## config.mk

```make
export PLATFORM = sky130hd
export DESIGN_NAME = param_stack
export DESIGN_NICKNAME = d
export VERILOG_FILES = /design/src/rtl/param_stack_pkg.sv /design/src/rtl/stack_mem.sv /design/src/rtl/param_stack.sv
export SDC_FILE = /design/constraint.sdc
export NUM_CORES = 1
export LEC_CHECK = 0
export ABC_AREA = 0
export ABC_CLOCK_PERIOD_IN_PS = 4500
export BUFFER_PORTS_ARGS = -buffer_cell sky130_fd_sc_hd__buf_2
export CAP_MARGIN = 20
export CORE_ASPECT_RATIO = 1.1
export CORE_MARGIN = 2
export CORE_UTILIZATION = 52
export CTS_BUF_LIST = sky130_fd_sc_hd__clkbuf_4 sky130_fd_sc_hd__clkbuf_8 sky130_fd_sc_hd__clkbuf_16
export CTS_CLUSTER_DIAMETER = 40
export DETAILED_ROUTE_END_ITERATION = 10
export PLACE_DENSITY = 0.7
export SYNTH_ARGS = -nofsm -noshare
export SYNTH_HDL_FRONTEND = slang
export SYNTH_HIERARCHICAL = 1
export SYNTH_SLANG_ARGS = --single-unit
```

## constraint.sdc

```tcl
create_clock -name clk -period 4.5 [get_ports clk]
set_input_delay 0.675 -clock clk [delete_from_list [all_inputs] [get_ports clk]]
set_output_delay 0.675 -clock clk [all_outputs]
set_load 0.02 [all_outputs]
```

## src/rtl/param_stack_pkg.sv

```systemverilog
// ============================================================================
//  Module      : param_stack_pkg
//  Description : Shared operation encoding and width helper for param_stack.
//  Revision    : 1.0 - initial release
// ============================================================================
`default_nettype none

package param_stack_pkg;

    typedef enum logic [1:0] {
        OP_IDLE    = 2'd0,
        OP_PUSH    = 2'd1,
        OP_POP     = 2'd2,
        OP_REPLACE = 2'd3
    } stack_op_t;

    // Bits needed to encode 0..value-1, never less than one bit.
    function automatic int clog2_safe(input int value);
        int bits;
        int rem;
        bits = 0;
        rem  = value - 1;
        while (rem > 0) begin
            bits = bits + 1;
            rem  = rem >> 1;
        end
        return (bits < 1) ? 1 : bits;
    endfunction

endpackage

`default_nettype wire

```

## src/rtl/stack_mem.sv

```systemverilog
// ============================================================================
//  Module      : stack_mem
//  Description : DEPTH x DATA_WIDTH register array, one synchronous write
//                port and one asynchronous read port.
//  Revision    : 1.0 - initial release
// ============================================================================
`default_nettype none

module stack_mem #(
    parameter int DATA_WIDTH = 8,
    parameter int DEPTH      = 8,
    parameter int ADDR_WIDTH = 3
) (
    input  logic                  clk,
    input  logic                  i_wr_en,
    input  logic [ADDR_WIDTH-1:0] i_wr_addr,
    input  logic [DATA_WIDTH-1:0] i_wr_data,
    input  logic [ADDR_WIDTH-1:0] i_rd_addr,
    output logic [DATA_WIDTH-1:0] o_rd_data
);

    localparam logic [ADDR_WIDTH-1:0] c_last_addr = ADDR_WIDTH'(DEPTH - 1);

    logic [DATA_WIDTH-1:0] r_mem [DEPTH];

    // Storage is deliberately left uninitialised across reset.
    always_ff @(posedge clk) begin
        if (i_wr_en && (i_wr_addr <= c_last_addr)) begin
            r_mem[i_wr_addr] <= i_wr_data;
        end
    end

    // Non-power-of-2 depths leave unused address codes; they read as zero.
    assign o_rd_data = (i_rd_addr <= c_last_addr) ? r_mem[i_rd_addr] : '0;

endmodule

`default_nettype wire

```

## src/rtl/param_stack.sv

```systemverilog
// ============================================================================
//  Module      : param_stack
//  Description : Parametrised LIFO with replace, occupancy count, almost-full
//                threshold, sticky error flags and registered pop data.
//  Revision    : 1.0 - initial release
// ============================================================================
`default_nettype none

module param_stack
    import param_stack_pkg::*;
#(
    parameter int DATA_WIDTH     = 8,
    parameter int DEPTH          = 8,
    parameter int ALMOST_FULL_TH = DEPTH - 1
) (
    input  logic                             clk,
    input  logic                             reset,
    input  logic                             enable,
    input  logic                             push,
    input  logic                             pop,
    input  logic [DATA_WIDTH-1:0]            data_in,
    input  logic                             clear_err,
    output logic [DATA_WIDTH-1:0]            data_out,
    output logic                             data_valid,
    output logic [DATA_WIDTH-1:0]            top_out,
    output logic [clog2_safe(DEPTH+1)-1:0]   count,
    output logic                             stack_empty,
    output logic                             stack_full,
    output logic                             almost_full,
    output logic                             overflow,
    output logic                             underflow
);

    localparam int CNT_W = clog2_safe(DEPTH + 1);
    localparam int IDX_W = clog2_safe(DEPTH);

    localparam logic [CNT_W-1:0] c_full_count = CNT_W'(DEPTH);
    localparam logic [CNT_W-1:0] c_af_count   = CNT_W'(ALMOST_FULL_TH);

    logic [CNT_W-1:0]      r_count;
    logic [DATA_WIDTH-1:0] r_data_out;
    logic                  r_data_valid;
    logic                  r_overflow;
    logic                  r_underflow;

    stack_op_t             w_op;
    logic                  w_empty;
    logic                  w_full;
    logic                  w_do_push;
    logic                  w_do_pop;
    logic                  w_do_replace;
    logic                  w_ovf_evt;
    logic                  w_unf_evt;
    logic                  w_clear;
    logic [IDX_W-1:0]      w_top_idx;
    logic [IDX_W-1:0]      w_wr_addr;
    logic                  w_wr_en;
    logic [DATA_WIDTH-1:0] w_rd_data;

    assign w_empty   = (r_count == '0);
    assign w_full    = (r_count == c_full_count);
    assign w_top_idx = IDX_W'(r_count - CNT_W'(1));
    assign w_clear   = enable & clear_err;

    always_comb begin
        w_op = OP_IDLE;
        case ({push, pop})
            2'b10:   w_op = OP_PUSH;
            2'b01:   w_op = OP_POP;
            2'b11:   w_op = OP_REPLACE;
            default: w_op = OP_IDLE;
        endcase
    end

    // A replace on an empty stack degrades to a push plus a rejected pop.
    always_comb begin
        w_do_push    = 1'b0;
        w_do_pop     = 1'b0;
        w_do_replace = 1'b0;
        w_ovf_evt    = 1'b0;
        w_unf_evt    = 1'b0;
        if (enable) begin
            case (w_op)
                OP_PUSH: begin
                    if (w_full) w_ovf_evt = 1'b1;
                    else        w_do_push = 1'b1;
                end
                OP_POP: begin
                    if (w_empty) w_unf_evt = 1'b1;
                    else         w_do_pop  = 1'b1;
                end
                OP_REPLACE: begin
                    if (w_empty) begin
                        w_do_push = 1'b1;
                        w_unf_evt = 1'b1;
                    end else begin
                        w_do_replace = 1'b1;
                    end
                end
                default: ;
            endcase
        end
    end

    assign w_wr_en   = (w_do_push | w_do_replace) & ~reset;
    assign w_wr_addr = w_do_replace ? w_top_idx : IDX_W'(r_count);

    stack_mem #(
        .DATA_WIDTH (DATA_WIDTH),
        .DEPTH      (DEPTH),
        .ADDR_WIDTH (IDX_W)
    ) u_stack_mem (
        .clk        (clk),
        .i_wr_en    (w_wr_en),
        .i_wr_addr  (w_wr_addr),
        .i_wr_data  (data_in),
        .i_rd_addr  (w_top_idx),
        .o_rd_data  (w_rd_data)
    );

    always_ff @(posedge clk) begin
        if (reset) begin
            r_count      <= '0;
            r_data_out   <= '0;
            r_data_valid <= 1'b0;
            r_overflow   <= 1'b0;
            r_underflow  <= 1'b0;
        end else begin
            r_data_valid <= w_do_pop | w_do_replace;
            if (w_do_pop | w_do_replace) begin
                r_data_out <= w_rd_data;
            end
            if (w_do_push) begin
                r_count <= r_count + CNT_W'(1);
            end else if (w_do_pop) begin
                r_count <= r_count - CNT_W'(1);
            end
            // An error raised in the clearing cycle survives the clear.
            r_overflow  <= (r_overflow  & ~w_clear) | w_ovf_evt;
            r_underflow <= (r_underflow & ~w_clear) | w_unf_evt;
        end
    end

    assign data_out    = r_data_out;
    assign data_valid  = r_data_valid;
    assign top_out     = w_empty ? '0 : w_rd_data;
    assign count       = r_count;
    assign stack_empty = w_empty;
    assign stack_full  = w_full;
    assign almost_full = (r_count >= c_af_count);
    assign overflow    = r_overflow;
    assign underflow   = r_underflow;

endmodule

`default_nettype wire
```

# Yosys cells after proc, flatten, opt, wreduce, memory -nomap -nowiden

Memory sizes are Yosys's and may differ from the RTL's.
Index checks and enable logic that the tools add are counted.

Register bits: 15
Memory bits (writable): 64
Output and inout port bits: 26
Word-level logic and storage cells: 54
Memories: 1

Memory list:

| memory            | words | bits a word | rd ports | clocked after memory_dff | wr ports | RTL line        | RTL |
|---|---|---|---|---|---|---|---|
| u_stack_mem.r_mem | 8     | 8           | 1        | 0                        | 1        | stack_mem.sv:24 | `logic [DATA_WIDTH-1:0] r_mem [DEPTH];` |

$add $sub $neg: 2
Magnitude comparators: 3
Equality and inequality tests: 7
Multiplexer cells: 22
Bitwise gates (word level): 10
Reduce and logical (&&, ||, !) cells: 4

Operators by type and width:

| kind                  | number |
|---|---|
| $mux W8               | 2 |
| $mux W1               | 15 |
| $eq A2 B2 Y1 const B  | 4 |
| $mux W4               | 2 |
| $le A3 B3 Y1 const B  | 2 |
| $pmux W2 S3           | 1 |
| $add A4 B1 Y4 const B | 1 |
| $and A1 B1 Y1         | 4 |
| $eq A2 B1 Y1 const B  | 2 |
| $eq A4 B4 Y1 const B  | 1 |
| $ge A4 B3 Y1 const B  | 1 |
| $logic_not A4 Y1      | 1 |
| $or A1 B1 Y1          | 4 |
| $sub A4 B1 Y4 const B | 1 |
| $mux W3               | 1 |
| $not A1 Y1            | 2 |
| $pmux W1 S2           | 1 |
| $reduce_bool A2 Y1    | 1 |
| $reduce_or A2 Y1      | 1 |
| $logic_and A1 B1 Y1   | 1 |

# Longest topological paths before layout

Gate-level depths: netlist of run 1.

Depth after elaboration: 10
Gate-level depth with buffers: 9

# Hierarchy

Netlist of run 1, hierarchy kept.

Modules (own cells, without submodules):

| module      | times used | cells an instance | area an instance (µm²) |
|---|---|---|---|
| stack_mem   | 1          | 106               | 2,531.2 |
| param_stack | 1          | 89                | 802.0 |

# Least setup slack after synthesis of run 1

No wires, ideal clock.

Path type: reg2out
From: register r_count[0], in the netlist count[0]
To: output top_out[7]
Arrival: 2,259 ps
Data required time: 3,825 ps
Path slack: 1,566 ps
Stages on the path, launching flop included: 9
Path buffers: 2
Cells stage by stage: dfxtp_1 inv_1 ha_1 xor2_1 clkbuf_1 buf_2 mux4_2 mux2_2 nor2b_1

Longest elaborated chain between the ends: 4
Elaborated cells between the ends (all ways): 6
Those cells by class: 1 x add/sub; 1 x order compare; 2 x mux; 1 x reduce/logical; 1 x memory

Ends and longest elaborated chain:

| item                                          | RTL line           | RTL |
|---|---|---|
| from (decl)                                   | param_stack.sv:40  | `logic [CNT_W-1:0] r_count;` |
| from (signal assigned)                        | param_stack.sv:134 | `r_count <= r_count + CNT_W'(1);` |
| from (signal assigned)                        | param_stack.sv:136 | `r_count <= r_count - CNT_W'(1);` |
| $sub A4 B1 Y4 (*)                             | n/a                |  |
| net w_top_idx[0]                              | param_stack.sv:55  | `logic [IDX_W-1:0] w_top_idx;` |
| $mem_v2 Z8 W8 or $le A3 B3 Y1 (tied branches) | n/a                |  |
| $mux W8 (*)                                   | stack_mem.sv:34    | `assign o_rd_data = (i_rd_addr <= c_last_addr) ? r_mem[i_rd_addr] : '0;` |
| net w_rd_data[7]                              | param_stack.sv:58  | `logic [DATA_WIDTH-1:0] w_rd_data;` |
| $mux W8 (*)                                   | param_stack.sv:146 | `assign top_out = w_empty ? '0 : w_rd_data;` |
| to (decl)                                     | param_stack.sv:25  | `output logic [DATA_WIDTH-1:0] top_out,` |

The timed path passes the listed nets; every way through them passes the cells marked *.

# Final worst setup path of run 1

Same ends and word-level chain as after synthesis.

==> impl_metrics.yaml, run 1 <==
outcome:
  status: "finished clean"
clocking:
  root_buffer: "clkbuf_8"
  clock-sinks: 79
  clock_path_buffers: 2
  post-cts-setup-buffers: 0
  cts_buffers: 9
  hold_buffers: 0
  clk_pin_slew_worst_paths_ns: 0.08
  cts_tree: "done"
  htree_levels: 3
  clock_latency_ns: 0.34
  cts-resized-gates: 0
power:
  leakagePower_uw: 0.00143
  vdd_drop_max_uv: 214
  cellPowerDensity_nw_per_um2: 466
  finalPower_uw: 1770
die:
  initial_utilization_pct: 53.8
  fp.dieW_um: 80.3
  core_um2: 6190
  io_pins: 40
  dieHeight_um: 88.0
  core.rowCount: 30
  dieArea_um2: 7070
global_route:
  grt_pass1_vias: 1738
  grt_pass1_wl_um: 9850
  grt_antenna_before_repair: 0
  grt_max_degree: 20
  grtUsageTotal_pct: 19.9
  overflow: 0
timing:
  worst_pin_slew_ns: 0.774
  final-max-slew-violation-count: 0
  rsz0062_at_grt: "no"
  fin_tns_setup_ns: 0
  period_share_pct: 77.6
  fmax_mhz: 286
  period_needed_ns: 3.49
  setup_viol: 0
  slew_headroom_pct: 48.2
  hold_viol: 0
  skew_ns: 0.00844
min_path:
  hp-class: "reg2reg"
  hold_path_depth: 1
run:
  cap_violations: 0
setup_path:
  path_max_fanout: 19
  rr_worst_depth: 9
  setup.worst_path.start_class: "flop"
  cp.required_ns: 3.83
  crit_path_end_kind: "output pin"
  critPathKind: "reg2out"
  arrival_ns: 2.82
  rrSetupSlack_ns: 1.19
synth:
  synth.area.top_cells: "edfxtp_1 58%, mux4_1 12%, dfxtp_1 9.0%"
  postSynthAreaPerCell_um2: 17.1
  ys_ff_latch: 79
  synth-edff-count: 64
  yosys.area.top_type: "edfxtp_1"
  synthTopCellsByCount: "64 x edfxtp_1, 15 x dfxtp_1, 15 x mux4_1, 14 x nor2_1, 9 x nor2b_1"
  yosysSeqAreaShare_pct: 66.7
  yosys_warnings: 6
  synth.most_common_cell: "edfxtp_1"
  synth_flop_cell: "edfxtp_1"
  synth_cell_types: 42
  synth_cells: 195
  synth-async-reset-ratio_pct: 0
  synth_area_um2: 3330
  synthesis.nets: 211
  synth_top_area_share_pct: 57.7
routing:
  ant_nets: 0
  vias: 1824
  wl_per_cell_um: 19.7
  route.detailed.drc: 0
  drtIter0Drc: 96
  firstDrtPassIters: 4
  routed_wl_um: 6380
  viasPerCell: 5.63
cells_and_area:
  drive_gt1_share_pct: 29.1
  n_fill_cell: 461
  antenna_cells: 0
  area_growth_syn_to_layout_pct: 14.0
  final_nets: 255
placed_design:
  dp_hpwl_um: 4420
  routabilityCongestion: 0.787
  portBuffers: 39
-- cell families after synthesis --
family          after synthesis  share of synthesized area (%)
buf+inv                      13                           2.44
fa+ha+maj                     2                          0.751
compound gates               22                           5.41
xor+xnor                      5                           1.31
simple gates                 49                           7.92
mux                          25                           15.5
flops                        79                           66.7
-- power breakdown --
part,internal (uW),switching [uW]
clock network,308,245
registers,809,14.0
logic,168,227
total,1290,487
-- critical path, cell delays in order, from the launching register on --
cell and delay [ns]:
dfxtp_1 0.34, inv_1 0.06, buf_4 0.30, ha_1 0.34, xor2_1 0.18, buf_4 0.26
mux4_2 0.37, mux2_2 0.32, nor2b_1 0.13, buf_2 0.18
-- layer usage --
metal / GRT usage, % / wire, um / vias to the layer above
met4: 8.47 / 144 / 0
li1: - / - / 862
met1: 26.9 / 2870 / 888
met2: 31.2 / 3070 / 62
met5: 0 / 0 / -
met3: 4.85 / 297 / 12
-- state kept, by name, indices dropped and copies added, names as in the netlist --
signal / count
data_out: 8
u_stack_mem/r_mem: 64
underflow: 1
count: 4
data_valid: 1
overflow: 1
-- stage by stage --
step / setup WS, ns / instance area [um2] / instances / hold slack (ns) / util [%]
after floorplan: 1.57 / 3330 / 195 / 0.596 / -
after global placement: 1.33 / 3590 / 308 / 0.456 / 57.9
after detailed placement: 1.28 / 3590 / 308 / 0.461 / 57.9
after CTS: 0.977 / 3800 / 324 / 0.480 / 61.4
after global routing: 0.863 / 3800 / 324 / 0.501 / 61.4
final: 1.01 / 3800 / 324 / 0.478 / 61.4
-- cell usage in the layout (no fill, tap or decap), types with 2 or more instances in the layout --
cell type	Yosys	routed
a21oi_1	2	2
a22o_1	8	8
a32oi_1	2	2
buf_2	3	39
buf_4	1	4
bufinv_16	0	2
clkbuf_8	0	9
clkinv_2	0	3
dfxtp_1	15	15
edfxtp_1	64	64
ha_1	2	2
inv_1	3	3
mux2_2	8	8
mux4_1	15	15
nand2_1	7	7
nand2b_1	4	4
nor2_1	14	14
nor2b_1	9	9
nor3_1	6	6
o21ai_0	3	3
xnor2_1	2	2
xor2_1	3	3
-- area by class of cell --
type	count	area (um2)	share of cell area, %
Clock inverter	7	87.6	2.30
Multi-Input combinational cell	103	1030	27.1
Sequential cell	79	2220	58.5
Inverter	3	11.3	0.296
Timing Repair Buffer	43	225	5.93
Clock buffer	9	124	3.26
Tap cell	80	100	2.63
-- final timing paths --
kind | endpoint | startpoint
hold / removal | data_out[7]$_SDFFE_PP0P_ | data_out[7]$_SDFFE_PP0P_
setup / recovery | top_out[7] | count[0]$_SDFFE_PP0P_
setup reg to reg | u_stack_mem/r_mem[3][7]$_DFFE_PP_ | count[0]$_SDFFE_PP0P_
hold reg to reg | data_out[7]$_SDFFE_PP0P_ | data_out[7]$_SDFFE_PP0P_
Note: power is estimated with default switching activity, not from simulation.
==> inputs of run 2 (changes only) <==
- ABC_AREA: 0 -> 1
- ABC_CLOCK_PERIOD_IN_PS: 4500 -> 3500
- clock period: 4.5 -> 3.5 ns (I/O delays scaled with it)
==> impl_metrics.yaml, run 2 <==
synth:
  synth.area.top_cells: "edfxtp_1 51%, nand2_1 13%, inv_1 8.9%"
  synth_top_area_share_pct: 50.8
  postSynthAreaPerCell_um2: 8.93
  yosys_warnings: 6
  synth_cells: 424
  synth_area_um2: 3790
  synth-async-reset-ratio_pct: 0
  yosysSeqAreaShare_pct: 58.7
  ys_ff_latch: 79
  synth_flop_cell: "edfxtp_1"
  synth.most_common_cell: "nand2_1"
  synthTopCellsByCount: "129 x nand2_1, 90 x inv_1, 64 x edfxtp_1, 46 x nand3_1, 25 x nor2_1"
  synth-edff-count: 64
  synthesis.nets: 440
  yosys.area.top_type: "edfxtp_1"
  synth_cell_types: 21
die:
  io_pins: 40
  dieHeight_um: 93.5
  core_um2: 7050
  core.rowCount: 32
  dieArea_um2: 7980
  initial_utilization_pct: 53.7
  fp.dieW_um: 85.4
setup_path:
  path_buf_inv: 5
  setup.worst_path.start_class: "flop"
  arrival_ns: 2.53
  critPathLaunch: "count[1]$_SDFFE_PP0P_"
  cp_cell_sequence: "inv_1 > ha_1 > inv_1 > inv_2 > nand3_1 > nand2_1 > nand2_1 > nand2_1 > inv_1 > nor2_1 > buf_2"
  crit_slowest_cell: "dfxtp_1"
  cp.required_ns: 2.97
  slowest_delay_ns: 0.48
  r2r-start: "count[1]$_SDFFE_PP0P_"
  crit_family: "buffers and inverters"
  path_max_fanout: 18
  critPathKind: "reg2out"
  crit_path_end_kind: "output pin"
cells_and_area:
  final_common_cell: "nand2_1"
  n_fill_cell: 634
  antenna_cells: 0
  largest_reg_flops: 64
  mostFrequentLayoutCells: "129 x nand2_1, 90 x inv_1, 64 x edfxtp_1, 46 x nand3_1, 39 x buf_2"
  post-route-util_pct: 59.4
  area_growth_syn_to_layout_pct: 10.6
  regMostFlops: "u_stack_mem/r_mem"
  drive_gt1_share_pct: 16.7
  final_nets: 479
power:
  leakagePower_uw: 0.00205
  sw_frac_of_total_pct: 34.5
  p_int_uw: 1590
  pwr-share-comb_pct: 27.3
  power_frac_clock_pct: 28.5
  vdd_drop_max_uv: 367
  pwr-share-seq_pct: 44.2
  p_switching_uw: 836
  cellPowerDensity_nw_per_um2: 579
clocking:
  cts-resized-gates: 0
  clock-sinks: 79
  cts_tree: "done"
  cts_buffers: 9
  htree_levels: 3
  post-cts-setup-buffers: 0
  root_buffer: "clkbuf_8"
  clock_path_buffers: 2
  hold_buffers: 0
  clk_pin_slew_worst_paths_ns: 0.09
  clock_latency_ns: 0.35
min_path:
  hp-class: "in2reg"
  hold_start: "reset"
placed_design:
  routabilityCongestion: 0.813
  dp_hpwl_um: 5260
  portBuffers: 39
timing:
  skew_ns: 0.0103
  setup_viol: 0
  hold_viol: 0
  slew_headroom_pct: 38.8
  period_share_pct: 87.4
  fmax_mhz: 327
  final-max-slew-violation-count: 0
  fin_tns_setup_ns: 0
  period_needed_ns: 3.06
  holdWs_ns: 0.342
  rsz0062_at_grt: "no"
  worst_pin_slew_ns: 0.915
global_route:
  grtUsageTotal_pct: 20.2
  grt_pass1_wl_um: 12200
  overflow: 0
  grt_max_degree: 38
  grt_pass1_vias: 2578
  grt_antenna_before_repair: 0
routing:
  route.detailed.drc: 0
  firstDrtPassIters: 4
  drtIter0Drc: 174
  viasPerCell: 4.86
  wl_per_cell_um: 13.5
  ant_nets: 0
  vias: 2685
  routed_wl_um: 7440
outcome:
  status: "finished clean"
run:
  cap_violations: 0
==> run 2: changes by cell type after synthesis, moves of 9 or more <==
cell	delta
inv_1	+87
nor2_1	+11
nor2b_1	-9
nand3_1	+46
nand2_2	+11
mux4_1	-15
o21ai_0	+9
nand2_1	+122
==> run 2: routing by layer <==
| metal | routed length (um) | global-route usage, % | vias up |
|---|---|---|---|
| met5 | 0 | 0 | - |
| met4 | 126 | 8.99 | 0 |
| met3 | 497 | 3.44 | 10 |
| met2 | 3450 | 32.6 | 85 |
| met1 | 3370 | 26.7 | 1198 |
| li1 | - | - | 1392 |
==> run 2: final timing paths <==
path,cells after the start,slack (ns),to
worst min register to register,2,0.46,underflow$_SDFF_PP0_
worst max-delay path,11,0.44,top_out[4]
worst max register to register,8,0.71,u_stack_mem/r_mem[6][5]$_DFFE_PP_
worst min-delay path,2,0.34,underflow$_SDFF_PP0_
==> run 2: logic make-up (layout without fill, tap and decap cells) <==
group           Yosys count  in the layout  synth area share, %
simple gates            218            218                 25.3
buf+inv                 107            151                 12.6
flops                    79             79                 58.7
compound gates           15             15                 2.05
xor+xnor                  3              3                0.694
fa+ha+maj                 2              2                0.661
==> run 2: power by group through the flow <==
stage	combinational (uW)	sequential, uW	clock (uW)
2_1_floorplan	497	1110	0
3_3_place_gp	655	1090	0
3_5_place_dp	662	1090	0
4_1_cts	667	1070	708
5_1_grt	745	1070	750
6_report	663	1070	690
==> run 2: per-stage QoR <==
step                instance area (um2)  instances  setup WS [ns]  power [uW]
floorplan                          3790        424           1.04        1610
global placement                   3990        537          0.920        1750
detailed placement                 3990        537          0.782        1750
CTS                                4190        553          0.424        2440
global route                       4190        553          0.231        2570
finish                             4190        553          0.441        2420
==> run 2: final cells by class <==
class                           count  area [um2]  share of cell area, %
Multi-Input combinational cell    238        1090                   26.0
Clock inverter                      7        78.8                   1.88
Inverter                           94         360                   8.60
Sequential cell                    79        2220                   53.0
Tap cell                           85         106                   2.54
Clock buffer                        9         124                   2.96
Timing Repair Buffer               41         210                   5.02
